`src/rtl/kyber_feed_pkg.sv`:
```
// Shared types and constants for the kyber_pke_enc byte feeder.
package kyber_feed_pkg;

  typedef enum logic [2:0] {
    ST_IDLE,
    ST_FETCH,
    ST_STREAM,
    ST_FULL,
    ST_DONE
  } feed_state_t;

  localparam int DEF_LEN    = 32;
  localparam int DEF_AW     = 8;
  localparam int FIFO_DEPTH = 2;
  localparam int CNT_W      = 9;

endpackage

```
`src/rtl/kyber_pke_feeder_if.sv`:
```
// Memory read port plus the readin/readin_ok byte handshake toward kyber_pke_enc.
interface kyber_pke_feeder_if #(parameter int AW = 8);

  logic          mem_en;
  logic [AW-1:0] mem_addr;
  logic [7:0]    mem_rdata;
  logic          readin;
  logic          readin_ok;
  logic [7:0]    kyber_din;
  logic [7:0]    kyber_in_index;
  logic          full_in;

  modport master (
    output mem_en, mem_addr, readin, kyber_din, kyber_in_index, full_in,
    input  mem_rdata, readin_ok
  );

  modport slave (
    input  mem_en, mem_addr, readin, kyber_din, kyber_in_index, full_in,
    output mem_rdata, readin_ok
  );

endinterface

```
`src/rtl/kyber_feed_fifo2.sv`:
```
// Two-entry byte FIFO; push and pop may coincide, including when full.
module kyber_feed_fifo2
  import kyber_feed_pkg::*;
(
  input  logic       clk,
  input  logic       reset_n,
  input  logic       push,
  input  logic [7:0] push_data,
  input  logic       pop,
  output logic [7:0] head,
  output logic       empty,
  output logic       full,
  output logic [1:0] count
);

  logic [7:0] store [FIFO_DEPTH];
  logic       wr_ptr;
  logic       rd_ptr;
  logic       pop_ok;
  logic       push_ok;

  assign empty   = (count == 2'd0);
  assign full    = (count == 2'(FIFO_DEPTH));
  assign head    = store[rd_ptr];
  assign pop_ok  = pop & ~empty;
  // A full FIFO can still take a byte when the head leaves in the same cycle.
  assign push_ok = push & (~full | pop_ok);

  always_ff @(posedge clk or negedge reset_n) begin
    if (!reset_n) begin
      for (int i = 0; i < FIFO_DEPTH; i++) store[i] <= 8'h00;
      wr_ptr <= 1'b0;
      rd_ptr <= 1'b0;
      count  <= 2'd0;
    end else begin
      if (push_ok) begin
        store[wr_ptr] <= push_data;
        wr_ptr        <= ~wr_ptr;
      end
      if (pop_ok) rd_ptr <= ~rd_ptr;
      case ({push_ok, pop_ok})
        2'b10:   count <= count + 2'd1;
        2'b01:   count <= count - 2'd1;
        default: count <= count;
      endcase
    end
  end

endmodule

```
`src/rtl/kyber_pke_feeder.sv`:
```
// Streams LEN bytes from a sync-read RAM into kyber_pke_enc with element indices.
// Optional KYBER_FEED_CHKSUM_EN adds a 16-bit running byte sum output feed_sum.
module kyber_pke_feeder
  import kyber_feed_pkg::*;
#(
  parameter int LEN = DEF_LEN,
  parameter int AW  = DEF_AW
) (
  input  logic          clk,
  input  logic          reset_n,
  input  logic          set,
  input  logic          start,
  input  logic [AW-1:0] base_addr,
  output logic          busy,
  output logic          done,
`ifdef KYBER_FEED_CHKSUM_EN
  output logic [15:0]   feed_sum,
`endif
  kyber_pke_feeder_if.master bus
);

  localparam logic [CNT_W-1:0] LEN_C  = CNT_W'(LEN);
  localparam logic [CNT_W-1:0] LAST_C = CNT_W'(LEN - 1);

  feed_state_t      state;
  logic [AW-1:0]    base_q;
  logic [CNT_W-1:0] rd_cnt;
  logic [CNT_W-1:0] tx_cnt;
  logic             rd_inflight;

  logic       fifo_empty;
  logic       fifo_full;
  logic [1:0] fifo_count;
  logic [7:0] fifo_head;
  logic       fifo_pop;
  logic       readin;
  logic       issue_rd;
  logic [2:0] occ_after;
  logic       accept;

  kyber_feed_fifo2 u_fifo (
    .clk       (clk),
    .reset_n   (reset_n),
    .push      (rd_inflight),
    .push_data (bus.mem_rdata),
    .pop       (fifo_pop),
    .head      (fifo_head),
    .empty     (fifo_empty),
    .full      (fifo_full),
    .count     (fifo_count)
  );

  // Occupancy counts the pop of this cycle so a read can be issued every cycle
  // while the core keeps readin_ok high.
  always_comb begin
    readin    = set & (state == ST_STREAM) & ~fifo_empty;
    fifo_pop  = readin & bus.readin_ok;
    accept    = set & start & (state == ST_IDLE);
    occ_after = {1'b0, fifo_count} + {2'b00, rd_inflight} - {2'b00, fifo_pop};
    issue_rd  = 1'b0;
    if (set) begin
      if (state == ST_FETCH) begin
        issue_rd = 1'b1;
      end else if (state == ST_STREAM && rd_cnt < LEN_C) begin
        issue_rd = fifo_full ? fifo_pop : (occ_after < 3'd2);
      end
    end
  end

  assign bus.mem_en         = issue_rd;
  assign bus.mem_addr       = base_q + AW'(rd_cnt);
  assign bus.readin         = readin;
  assign bus.kyber_din      = fifo_head;
  assign bus.kyber_in_index = tx_cnt[7:0];
  assign bus.full_in        = set & (state == ST_FULL);
  assign done               = set & (state == ST_DONE);
  assign busy               = (state != ST_IDLE);

  always_ff @(posedge clk or negedge reset_n) begin
    if (!reset_n) begin
      state       <= ST_IDLE;
      base_q      <= '0;
      rd_cnt      <= '0;
      tx_cnt      <= '0;
      rd_inflight <= 1'b0;
    end else begin
      rd_inflight <= issue_rd;
      if (issue_rd) rd_cnt <= rd_cnt + 1'b1;
      if (fifo_pop) tx_cnt <= tx_cnt + 1'b1;
      if (set) begin
        case (state)
          ST_IDLE: begin
            if (start) begin
              base_q <= base_addr;
              rd_cnt <= '0;
              tx_cnt <= '0;
              state  <= ST_FETCH;
            end
          end
          ST_FETCH:  state <= ST_STREAM;
          ST_STREAM: if (fifo_pop && tx_cnt == LAST_C) state <= ST_FULL;
          ST_FULL:   state <= ST_DONE;
          ST_DONE:   state <= ST_IDLE;
          default:   state <= ST_IDLE;
        endcase
      end
    end
  end

`ifdef KYBER_FEED_CHKSUM_EN
  logic [15:0] sum_q;

  always_ff @(posedge clk or negedge reset_n) begin
    if (!reset_n) begin
      sum_q <= 16'h0000;
    end else if (accept) begin
      sum_q <= 16'h0000;
    end else if (fifo_pop) begin
      sum_q <= sum_q + 16'(fifo_head);
    end
  end

  assign feed_sum = sum_q;
`endif

endmodule

```
`src/flat_wrapper.sv`:
```
// flat-port wrapper written by rule: the top's interface ports become plain ports
module kyber_pke_feeder_flat import kyber_feed_pkg::*;
#(
  parameter int LEN = DEF_LEN,
  parameter int AW  = DEF_AW
)
  (clk, reset_n, set, start, base_addr, busy, done, bus_mem_en, bus_mem_addr, bus_readin, bus_kyber_din, bus_kyber_in_index, bus_full_in, bus_mem_rdata, bus_readin_ok);
  kyber_pke_feeder_if #(.AW(AW)) bus_i ();
  input  logic clk;
  input  logic reset_n;
  input  logic set;
  input  logic start;
  input  logic [AW-1:0] base_addr;
  output logic busy;
  output logic done;
  output wire logic [$bits(bus_i.mem_en)-1:0] bus_mem_en;
  output wire logic [$bits(bus_i.mem_addr)-1:0] bus_mem_addr;
  output wire logic [$bits(bus_i.readin)-1:0] bus_readin;
  output wire logic [$bits(bus_i.kyber_din)-1:0] bus_kyber_din;
  output wire logic [$bits(bus_i.kyber_in_index)-1:0] bus_kyber_in_index;
  output wire logic [$bits(bus_i.full_in)-1:0] bus_full_in;
  input wire logic [$bits(bus_i.mem_rdata)-1:0] bus_mem_rdata;
  input wire logic [$bits(bus_i.readin_ok)-1:0] bus_readin_ok;
  assign bus_mem_en = bus_i.mem_en;
  assign bus_mem_addr = bus_i.mem_addr;
  assign bus_readin = bus_i.readin;
  assign bus_kyber_din = bus_i.kyber_din;
  assign bus_kyber_in_index = bus_i.kyber_in_index;
  assign bus_full_in = bus_i.full_in;
  assign bus_i.mem_rdata = bus_mem_rdata;
  assign bus_i.readin_ok = bus_readin_ok;
  kyber_pke_feeder #(.LEN(LEN), .AW(AW)) u_core (.clk(clk), .reset_n(reset_n), .set(set), .start(start), .base_addr(base_addr), .busy(busy), .done(done), .bus(bus_i));
endmodule
```
`config.mk`:
```
export PLATFORM = sky130hd
export DESIGN_NAME = kyber_pke_feeder_flat
export DESIGN_NICKNAME = d
export VERILOG_FILES = /design/src/rtl/kyber_feed_pkg.sv /design/src/rtl/kyber_pke_feeder_if.sv /design/src/rtl/kyber_feed_fifo2.sv /design/src/rtl/kyber_pke_feeder.sv /design/src/flat_wrapper.sv
export SDC_FILE = /design/constraint.sdc
export NUM_CORES = 1
export LEC_CHECK = 0
export ABC_CLOCK_PERIOD_IN_PS = 10070
export CORE_MARGIN = 8
export CORE_UTILIZATION = 25
export DETAILED_ROUTE_END_ITERATION = 10
export PLACE_DENSITY = 0.53
export SLEW_MARGIN = 5
export SYNTH_ARGS = -nofsm -noshare
export SYNTH_HDL_FRONTEND = slang
export SYNTH_SLANG_ARGS = --single-unit
```
`constraint.sdc`:
```
create_clock -name clk -period 10.07 [get_ports clk]
set_input_delay 2.014 -clock clk [delete_from_list [all_inputs] [get_ports clk]]
set_output_delay 2.014 -clock clk [all_outputs]
set_load 0.05 [all_outputs]
```
# Word level (Yosys, flattened, before mapping)

Cells that the tools add are included.

Register bits after elaboration: 50
Logic and storage cells: 77
Input port bits: 21
Output and inout port bits: 29

Eq/ne operators: 10
Reduce and logical (&&, ||, !) cells: 9
Bitwise logic cells: 14
$add $sub $neg: 7
Muxes and demuxes: 22
$lt $le $gt $ge: 5

Operator list:

| operator              | count |
|---|---|
| $mux W9               | 8 |
| $mux W8               | 4 |
| $add A9 B1 Y9 const B | 2 |
| $bwmux W16            | 1 |
| $pmux W3 S4           | 1 |
| $eq A9 B5 Y1 const B  | 1 |
| $lt A9 B6 Y1 const B  | 1 |
| $add A8 B8 Y8         | 1 |
| $demux W8 S1          | 1 |
| $and A1 B1 Y1         | 7 |
| $eq A3 B2 Y1 const B  | 2 |
| $mux W3               | 2 |
| $reduce_and A3 Y1     | 2 |
| $eq A2 B2 Y1 const B  | 2 |
| $ge A2 B2 Y1 const B  | 2 |
| $mux W1               | 4 |
| $ne A2 B2 Y1 const B  | 2 |
| $not A1 Y1            | 4 |
| $not A1 Y2            | 2 |
| $pmux W2 S2           | 1 |
| $add A2 B1 Y3         | 1 |
| $eq A3 B1 Y1 const B  | 1 |
| $eq A3 B3 Y1 const B  | 1 |
| $logic_and A1 B1 Y1   | 3 |
| other kinds (11)      | 11 |

# Logic depth before layout (Yosys ltp)

Gate-level depths: netlist of the first run.

Depth in word-level cells: 14
Gate-level depth with buffers: 12
Mapped depth without buffers: 10

# Modules after synthesis

From an unflattened synthesis of the first run, not the netlist that was laid out.

Cells, all modules: 285
Area total of the unflattened synthesis: 2,885.3 µm²

Modules (own cells, without submodules):

| module           | area an instance (µm²) | seq. area each (µm²) | cells each | times used |
|---|---|---|---|---|
| kyber_pke_feeder | 1,985.7                | 750.7                | 225        | 1 |
| kyber_feed_fifo2 | 899.6                  | 500.5                | 60         | 1 |

# Worst setup path before layout of the first run

No wires, ideal clock.

Path type: input-to-output
Start: input set
End: output bus_mem_en
Data required time: 8.056 ns
Buffers on the path: 1
Arrival: 4.532 ns
Path slack: 3.524 ns
Cell stages on the path: 9
Cell sequence: nand4bb_4 nor3b_4 buf_4 ha_1 nand2b_1 fa_1 nand2b_1 a31oi_1 nor3_2

Word-level cells in the longest chain between the ends: 9

Ends and longest elaborated chain:

| element                     | line                   | text |
|---|---|---|
| start, declared             | flat_wrapper.sv:11     | `input logic set;` |
| $and A1 B1 Y1 (2 in series) | kyber_pke_feeder.sv:56 | `readin = set & (state == ST_STREAM) & ~fifo_empty;` |
| $and A1 B1 Y1               | kyber_pke_feeder.sv:57 | `fifo_pop = readin & bus.readin_ok;` |
| $sub A3 B1 Y3               | kyber_pke_feeder.sv:59 | `occ_after = {1'b0, fifo_count} + {2'b00, rd_inflight} - {2'b00, fifo_pop};` |
| $lt A3 B2 Y1                | kyber_pke_feeder.sv:65 | `issue_rd = fifo_full ? fifo_pop : (occ_after < 3'd2);` |
| $mux W1                     | kyber_pke_feeder.sv:65 |  |
| $mux W1                     | kyber_pke_feeder.sv:64 | `end else if (state == ST_STREAM && rd_cnt < LEN_C) begin` |
| $mux W1                     | kyber_pke_feeder.sv:62 | `if (state == ST_FETCH) begin` |
| $mux W1 (*)                 | kyber_pke_feeder.sv:61 | `if (set) begin` |
| end, declared               | flat_wrapper.sv:16     | `output wire logic [$bits(bus_i.mem_en)-1:0] bus_mem_en;` |

Every way passes the cells marked *; elsewhere a longest branch is shown, timed or not.

# Final worst setup path of the first run

Ends and elaborated chain as after synthesis.

==> summary.md, run 1 <==
| Metric | Value |
|---|---|
| Starting Density | 25.7% |
| IO Port Bufs | slightly below 50 |
| Final hold slack | about 0.48 ns |
| Tcrit/Tclk final | roughly four fifths |
| Die Y | 125 um |
| Vias per cell | 4.40 |
| EDFF count, synth | 0 |
| Syn-to-layout area delta | 24.6% |
| Synth Instances | roughly 280 |
| Final instance area | ~3700 um2 |
| Largest net degree at the start of global routing | a little over 50 |
| DP Wirelength | 4540 um |
| First-pass GRT wire length | roughly 11000 um |
| Clock sinks | 50 |
| Skew final | between 0.007 and 0.008 ns |
| Post-route setup slack | roughly 2.1 ns |
| Max-slew violations | 0 |
| Synth Flop Type | dfrtp_1 |
| Post-Place Setup Slack | roughly 2.1 ns |
| Layout Cells excl Fill | 461 |
| Hold Violations, Final | 0 |
| Core Region | ~11000 um2 |
| Post-CTS resize count | 0 |
| Peak Freq | approximately 130 MHz |
| Tot Pwr | 1.10 mW |
| Worst Setup End Kind | primary output |
| Layout net count | between 300 and 400 |
| Chip Width | 125 um |
| Final core utilization | 32.0% |
| CP max FO | 15 |
| CP cell instances | clkdlybuf4s50_1, nand4bb_4, nor3b_4, ha_1, nand2b_1, fa_1, nand2b_1, a31oi_1, nor3_2, clkdlybuf4s50_1 |
| Synth unique cells | 50 |
| Sequential fraction of the synthesis area | roughly 42% |
| RSZ-0062 raised after global routing | false |
| Kind of critical path | input pin to primary output |
| Leak | between 1.5 and 2 nW |
| Synth area leaders | dfrtp_1 42%, mux2_4 8.2%, nand2_1 4.3%, ha_1 4.2%, mux2_2 3.4% |
| DP Cell Count | around 450 |
| Mapped Nets | roughly 310 |
| Number of synthesized register bits | 50 |
| Setup crit start kind | input pin |
| Post-route ant nets | 0 |
| Synth area leader | dfrtp_1 |
| H-tree depth | 2 |
| Vias | between 2000 and 2500 |
| CTS clk-pin slew, worst paths | ~0.060 ns |
| Area share of the largest cell type after synthesis | a little over two fifths |
| Antenna cells | 0 |
| Tmin final | between 7 and 8 ns |
| Crit path max-delay cell type | clkdlybuf4s50_1 |
| TritonCTS clock tree | done |
| Fillers | approximately 1200 |
| Largest stage delay, worst path | slightly above 0.9 ns |
| Root Buffer | clkbuf_16 |
| Max_slew headroom | 52.4% |
| Initial antenna violation count | 0 |
| Mapped cell area | between 2000 and 3000 um2 |
| Required @ worst endpoint | between 8 and 9 ns |
| Wire per inst | 13.4 um |
| CTS Buf Count | 5 |
| Final WL | ~6200 um |
| FFs w/ async S/R, synth | 100% |
| Leading cell types in the layout, fill and taps excluded | 50 x dfrtp_1, 48 x clkdlybuf4s50_1, 34 x nand2_1, 19 x nor2_1 |
| # setup viols final | 0 |
| Final setup TNS | 0 ns |
| Pwr dens | around 300 nW/um2 |
| Mapped Avg Cell Area | ~11 um2 |
| Global Route Usage Sum | 8.25% |
| Drt drc | 0 |
| Vias in the first global route | 2175 |
| Slew at the pin with the worst max-slew slack | approximately 0.71 ns |
| Drt initial violations | between 60 and 70 |
| Router iterations before antenna repair | 4 |
| Outcome | finished clean |
| Number of max-cap violations | 0 |
| GRT overflow | 0 |
| Ports | 50 |
| Die area | about 16000 um2 |
| Worst-Skew Late Latency | about 0.29 ns |
| Ys Warns | 0 |
| Hold-fix buffers at CTS | 0 |
| DP Area | 3520 um2 |
| Final Wtd Congestion | about 0.73 |
| VDD IR-drop max | ~160 uV |
| # Post-CTS Setup Buffers | 0 |
| Commonest non-fill, non-tap cell in the layout | dfrtp_1 |
| Row cnt | 39 |
| Critical Path AT | 5.95 ns |
| Fraction of layout cells with a size suffix above 1 | between 15 and 20% |
| Worst Hold Class | flop to flop |
| Clock Path Buffers | 2 |
cells by family after synthesis:
| group | synth area share (%) |
|---|---|
| multiplexers | 12.6 |
| buffers and inverters | 5.60 |
| adder cells (fa/ha/maj) | 5.61 |
| XOR/XNOR | 5.35 |
| AND/OR/NAND/NOR | 20.2 |
| flip-flops | 42.5 |
| AO/OA/AOI/OAI | 8.15 |
sequential cells by signal (all words and copies together) (netlist names):
| register | cells |
|---|---|
| u_core.tx_cnt | 9 |
| u_core.rd_cnt | 9 |
| u_core.u_fifo.store | 16 |
| u_core.state | 3 |
| u_core.u_fifo.rd_ptr | 1 |
| u_core.rd_inflight | 1 |
| u_core.base_q | 8 |
| u_core.u_fifo.wr_ptr | 1 |
| u_core.u_fifo.count | 2 |
critical path, delay by kind of cell:
kind / cells / cell delay [ns]
compound gates: 1 / 0.14
fa+ha+maj: 2 / 0.73
simple gates: 5 / 1.51
buf+inv: 2 / 1.52
path summary, 6_finish.rpt:
check                      cells after the start                                to  slack [ns]                          from
max in group asynchronous                      2  u_core.u_fifo.wr_ptr$_DFFE_PN0P_        7.79                       reset_n
min in group asynchronous                      2       u_core.state[1]$_DFFE_PN0P_        1.85                       reset_n
setup / recovery                              10                        bus_mem_en        2.10                           set
hold reg to reg                                2      u_core.base_q[4]$_DFFE_PN0P_        0.48  u_core.base_q[4]$_DFFE_PN0P_
hold / removal                                 2      u_core.base_q[4]$_DFFE_PN0P_        0.48  u_core.base_q[4]$_DFFE_PN0P_
setup reg to reg                              10        u_core.rd_cnt[6]$_DFF_PN0_        6.59   u_core.state[0]$_DFFE_PN0P_
routing by layer:
| metal | wire length, um | track usage (%) | vias up | part of all wire [%] |
|---|---|---|---|---|
| met1 | 2890 | 10.2 | 974 | 47 |
| met3 | 350 | 2.94 | 7 | 5.7 |
| met2 | 2870 | 13.0 | 34 | 46 |
| met4 | 75 | 2.76 | 0 | 1.2 |
| li1 | - | - | 1014 | - |
| met5 | 0 | 0 | - | 0 |
power breakdown:
group | internal [mW] | switching (mW)
combinational | 0.246 | 0.345
clock | 0.0987 | 0.0718
sequential | 0.265 | 0.0692
total | 0.609 | 0.486
cells in the mapped netlist (all sizes together) (2+ instances only):
library cell  instances
a21o                  6
nand4                 4
xor2                  9
nor2                 22
nor2b                 3
nand2                34
buf                  13
clkbuf                3
and2                  2
a21oi                 9
nor4                  3
inv                  17
fa                    2
o31ai                 2
xnor2                 9
o21ai                 5
nor4b                 3
nor3                  3
nand2b                5
ha                   10
mux2i                 3
and3                  7
mux2                 25
or3                   2
nand3                 8
a211oi                2
dfrtp                50
cell type report:
type	count	area [um2]	area share (%)
Multi-Input combinational cell	192	1530	41.7
Sequential cell	50	1250	34.1
Timing Repair Buffer	51	500	13.6
Tap cell	143	179	4.87
Clock buffer	7	143	3.88
Inverter	17	63.8	1.74
Clock inverter	1	5.00	0.136
No activity file was read; power rests on OpenSTA's default activity.
==> inputs of run 2 (changes only) <==
- ABC_CLOCK_PERIOD_IN_PS: 10070 -> 7100
- PLACE_DENSITY: 0.53 -> 0.54
- clock period: 10.07 -> 7.1 ns (I/O delays scaled with it)
==> summary.md, run 2 (synthesis gave the netlist of run 1 again) <==
| Metric | Value |
|---|---|
| Commonest non-fill, non-tap cell in the layout | dfrtp_1 |
| Starting Density | 25.7% (unchanged) |
| Core Region | 11500 um2 (unchanged) |
| Worst Setup End Kind | primary output |
| Initial antenna violation count | 0 (unchanged) |
| Required @ worst endpoint | 5.68 ns (-2.38 ns) |
| Leading cell types in the layout, fill and taps excluded | 50 x dfrtp_1, 47 x clkdlybuf4s50_1, 34 x nand2_1, 19 x nor2_1 |
| # setup viols final | 0 (unchanged) |
| GRT overflow | 0 (unchanged) |
| First-pass GRT wire length | 11200 um (+3.9%) |
| Buf/Inv on CP | 3 (+1) |
| Pwr dens | 429 nW/um2 (+44%) |
| Largest stage delay, worst path | 0.60 ns (-0.33 ns) |
| Drt drc | 0 (unchanged) |
| Slew at the pin with the worst max-slew slack | 0.684 ns (-0.0292 ns) |
| Skew final | 0.00511 ns (-0.00239 ns) |
| Max-slew violations | 0 (unchanged) |
| Max_slew headroom | 54.1% (+1.7 points) |
| Setup crit start kind | input pin |
| Largest net degree at the start of global routing | 51 (unchanged) |
| Die area | 15500 um2 (unchanged) |
| Crit path max-delay cell type | clkdlybuf4s50_1 |
| Vias | 2044 (+0.74%) |
| Outcome | finished clean |
| Number of flip-flops in the largest register | 16 (unchanged) |
| CTS Buf Count | 5 (unchanged) |
| Chip Width | 125 um (unchanged) |
| Vias per cell | 4.42 (+0.52%) |
| Final Wtd Congestion | 0.742 (+2.0%) |
| IO Port Bufs | 49 (unchanged) |
| Worst Hold Class | flop to flop |
| Hold-fix buffers at CTS | 0 (unchanged) |
| Worst-Skew Late Latency | 0.29 ns (about the same) |
| Vias in the first global route | 2253 (+3.6%) |
| CP cell instances | clkdlybuf4s50_1, nand4bb_4, nor3b_4, buf_4, ha_1, nand2b_1, fa_1, nand2b_1, a31oi_1, nor3_2, buf_4 |
| Final setup TNS | 0 ns (unchanged) |
| Layout net count | 351 (+0.29%) |
| Global Route Usage Sum | 8.54% (+0.28 points) |
| Drt initial violations | 74 (+7.2%) |
| Fraction of layout cells with a size suffix above 1 | 16.0% (+0.89 points) |
| CTS clk-pin slew, worst paths | 0.07 ns (about the same) |
| CP top delay family | buffers and inverters |
| Largest registers | u_core.u_fifo.store (16), u_core.rd_cnt (9), u_core.tx_cnt (9) |
| Row cnt | 39 (unchanged) |
| Die Y | 125 um (unchanged) |
| Peak Freq | 170 MHz |
| VDD IR-drop max | 215 uV (+34%) |
| Ports | 50 (unchanged) |
| Wire per inst | 13.7 um (+1.9%) |
| Router iterations before antenna repair | 4 (unchanged) |
| # Post-CTS Setup Buffers | 0 (unchanged) |
| TritonCTS clock tree | done |
| Number of max-cap violations | 0 (unchanged) |
| Antenna cells | 0 (unchanged) |
| Critical Path AT | 4.47 ns (-1.48 ns) |
| Tmin final | 5.89 ns |
| H-tree depth | 2 (unchanged) |
| Final core utilization | 32.3% (+0.24 points) |
| Post-route ant nets | 0 (unchanged) |
| Root Buffer | clkbuf_16 |
| Top reg by flops | u_core.u_fifo.store |
| CP max FO | 15 (unchanged) |
| Kind of critical path | input pin to primary output |
| Post-CTS resize count | 0 (unchanged) |
| DP Wirelength | 4530 um (-0.18%) |
| Final WL | 6320 um (+2.1%) |
| Hold Violations, Final | 0 (unchanged) |
| Syn-to-layout area delta | 25.6% |
| RSZ-0062 raised after global routing | false |
| Tcrit/Tclk final | 83.0% |
| Leak | 1.65 nW (+0.58%) |
| Clock Path Buffers | 2 (unchanged) |
| Clock sinks | 50 (unchanged) |
## run 2: changes by cell type in the layout (fill, tap and decap cells not counted), sizes merged
cell           before  now
clkdlybuf4s50      48   47
bufinv              0    1
clkbuf              7    5
clkinvlp            0    2
clkinv              1    0
buf                 3    5
## run 2: worst reg2reg max path: stages (launching register included)
cell,delay [ns]
dfrtp_1,0.50
nand4bb_4,0.28
nor3b_4,0.18
buf_4,0.24
ha_1,0.26
nand2b_1,0.15
fa_1,0.41
nand2b_1,0.09
a31oi_1,0.15
nor3_2,0.50
a211oi_1,0.14
a31o_1,0.21
## run 2: worst paths after layout
path / startpoint / end / slack (ns) / depth (start not counted)
hold reg to reg: u_core.base_q[5]$_DFFE_PN0P_ / u_core.base_q[5]$_DFFE_PN0P_ / 0.49 / 2
setup / recovery: set / bus_mem_en / 1.21 / 11
hold / removal: u_core.base_q[5]$_DFFE_PN0P_ / u_core.base_q[5]$_DFFE_PN0P_ / 0.49 / 2
min in group asynchronous: reset_n / u_core.state[2]$_DFFE_PN0P_ / 1.24 / 2
max in group asynchronous: reset_n / u_core.rd_cnt[8]$_DFF_PN0_ / 5.43 / 2
setup reg to reg: u_core.state[0]$_DFFE_PN0P_ / u_core.rd_cnt[3]$_DFF_PN0_ / 3.88 / 11
## run 2: final cells by class
class / instances / area, um2
fillers: 1178 / 7770
multi-input cells: 192 / 1530
flip-flops and latches: 50 / 1250
repair buffers: 52 / 505
well taps: 143 / 179
clock buffers: 5 / 125
inverters: 17 / 63.8
clock inverters: 3 / 45.0
## run 2: stage by stage
step / power, mW / instance area [um2] / std cells / hold slack (ns) / setup slack, ns
detailed placement: 1.33 / 3530 / 454 / 0.476 / 1.23
global route: 1.69 / 3700 / 462 / 0.513 / 1.02
floorplan: 1.10 / 2950 / 275 / 0.450 / 1.74
global placement: 1.31 / 3530 / 454 / 0.468 / 1.27
finish: 1.59 / 3700 / 462 / 0.492 / 1.21
CTS: 1.61 / 3700 / 462 / 0.491 / 1.21
## run 2: layer usage
metal	vias to the layer above	global-route usage [%]	wire length [um]
met5	-	0	0
met4	0	1.56	37
met3	5	2.89	289
met2	33	13.5	2880
met1	995	11.0	3120
li1	1011	-	-
## run 2: report_power, final
part           internal [mW]  switching, mW  total [mW]
Sequential             0.376         0.0991       0.475
Clock                  0.166          0.109       0.275
Combinational          0.349          0.489       0.838
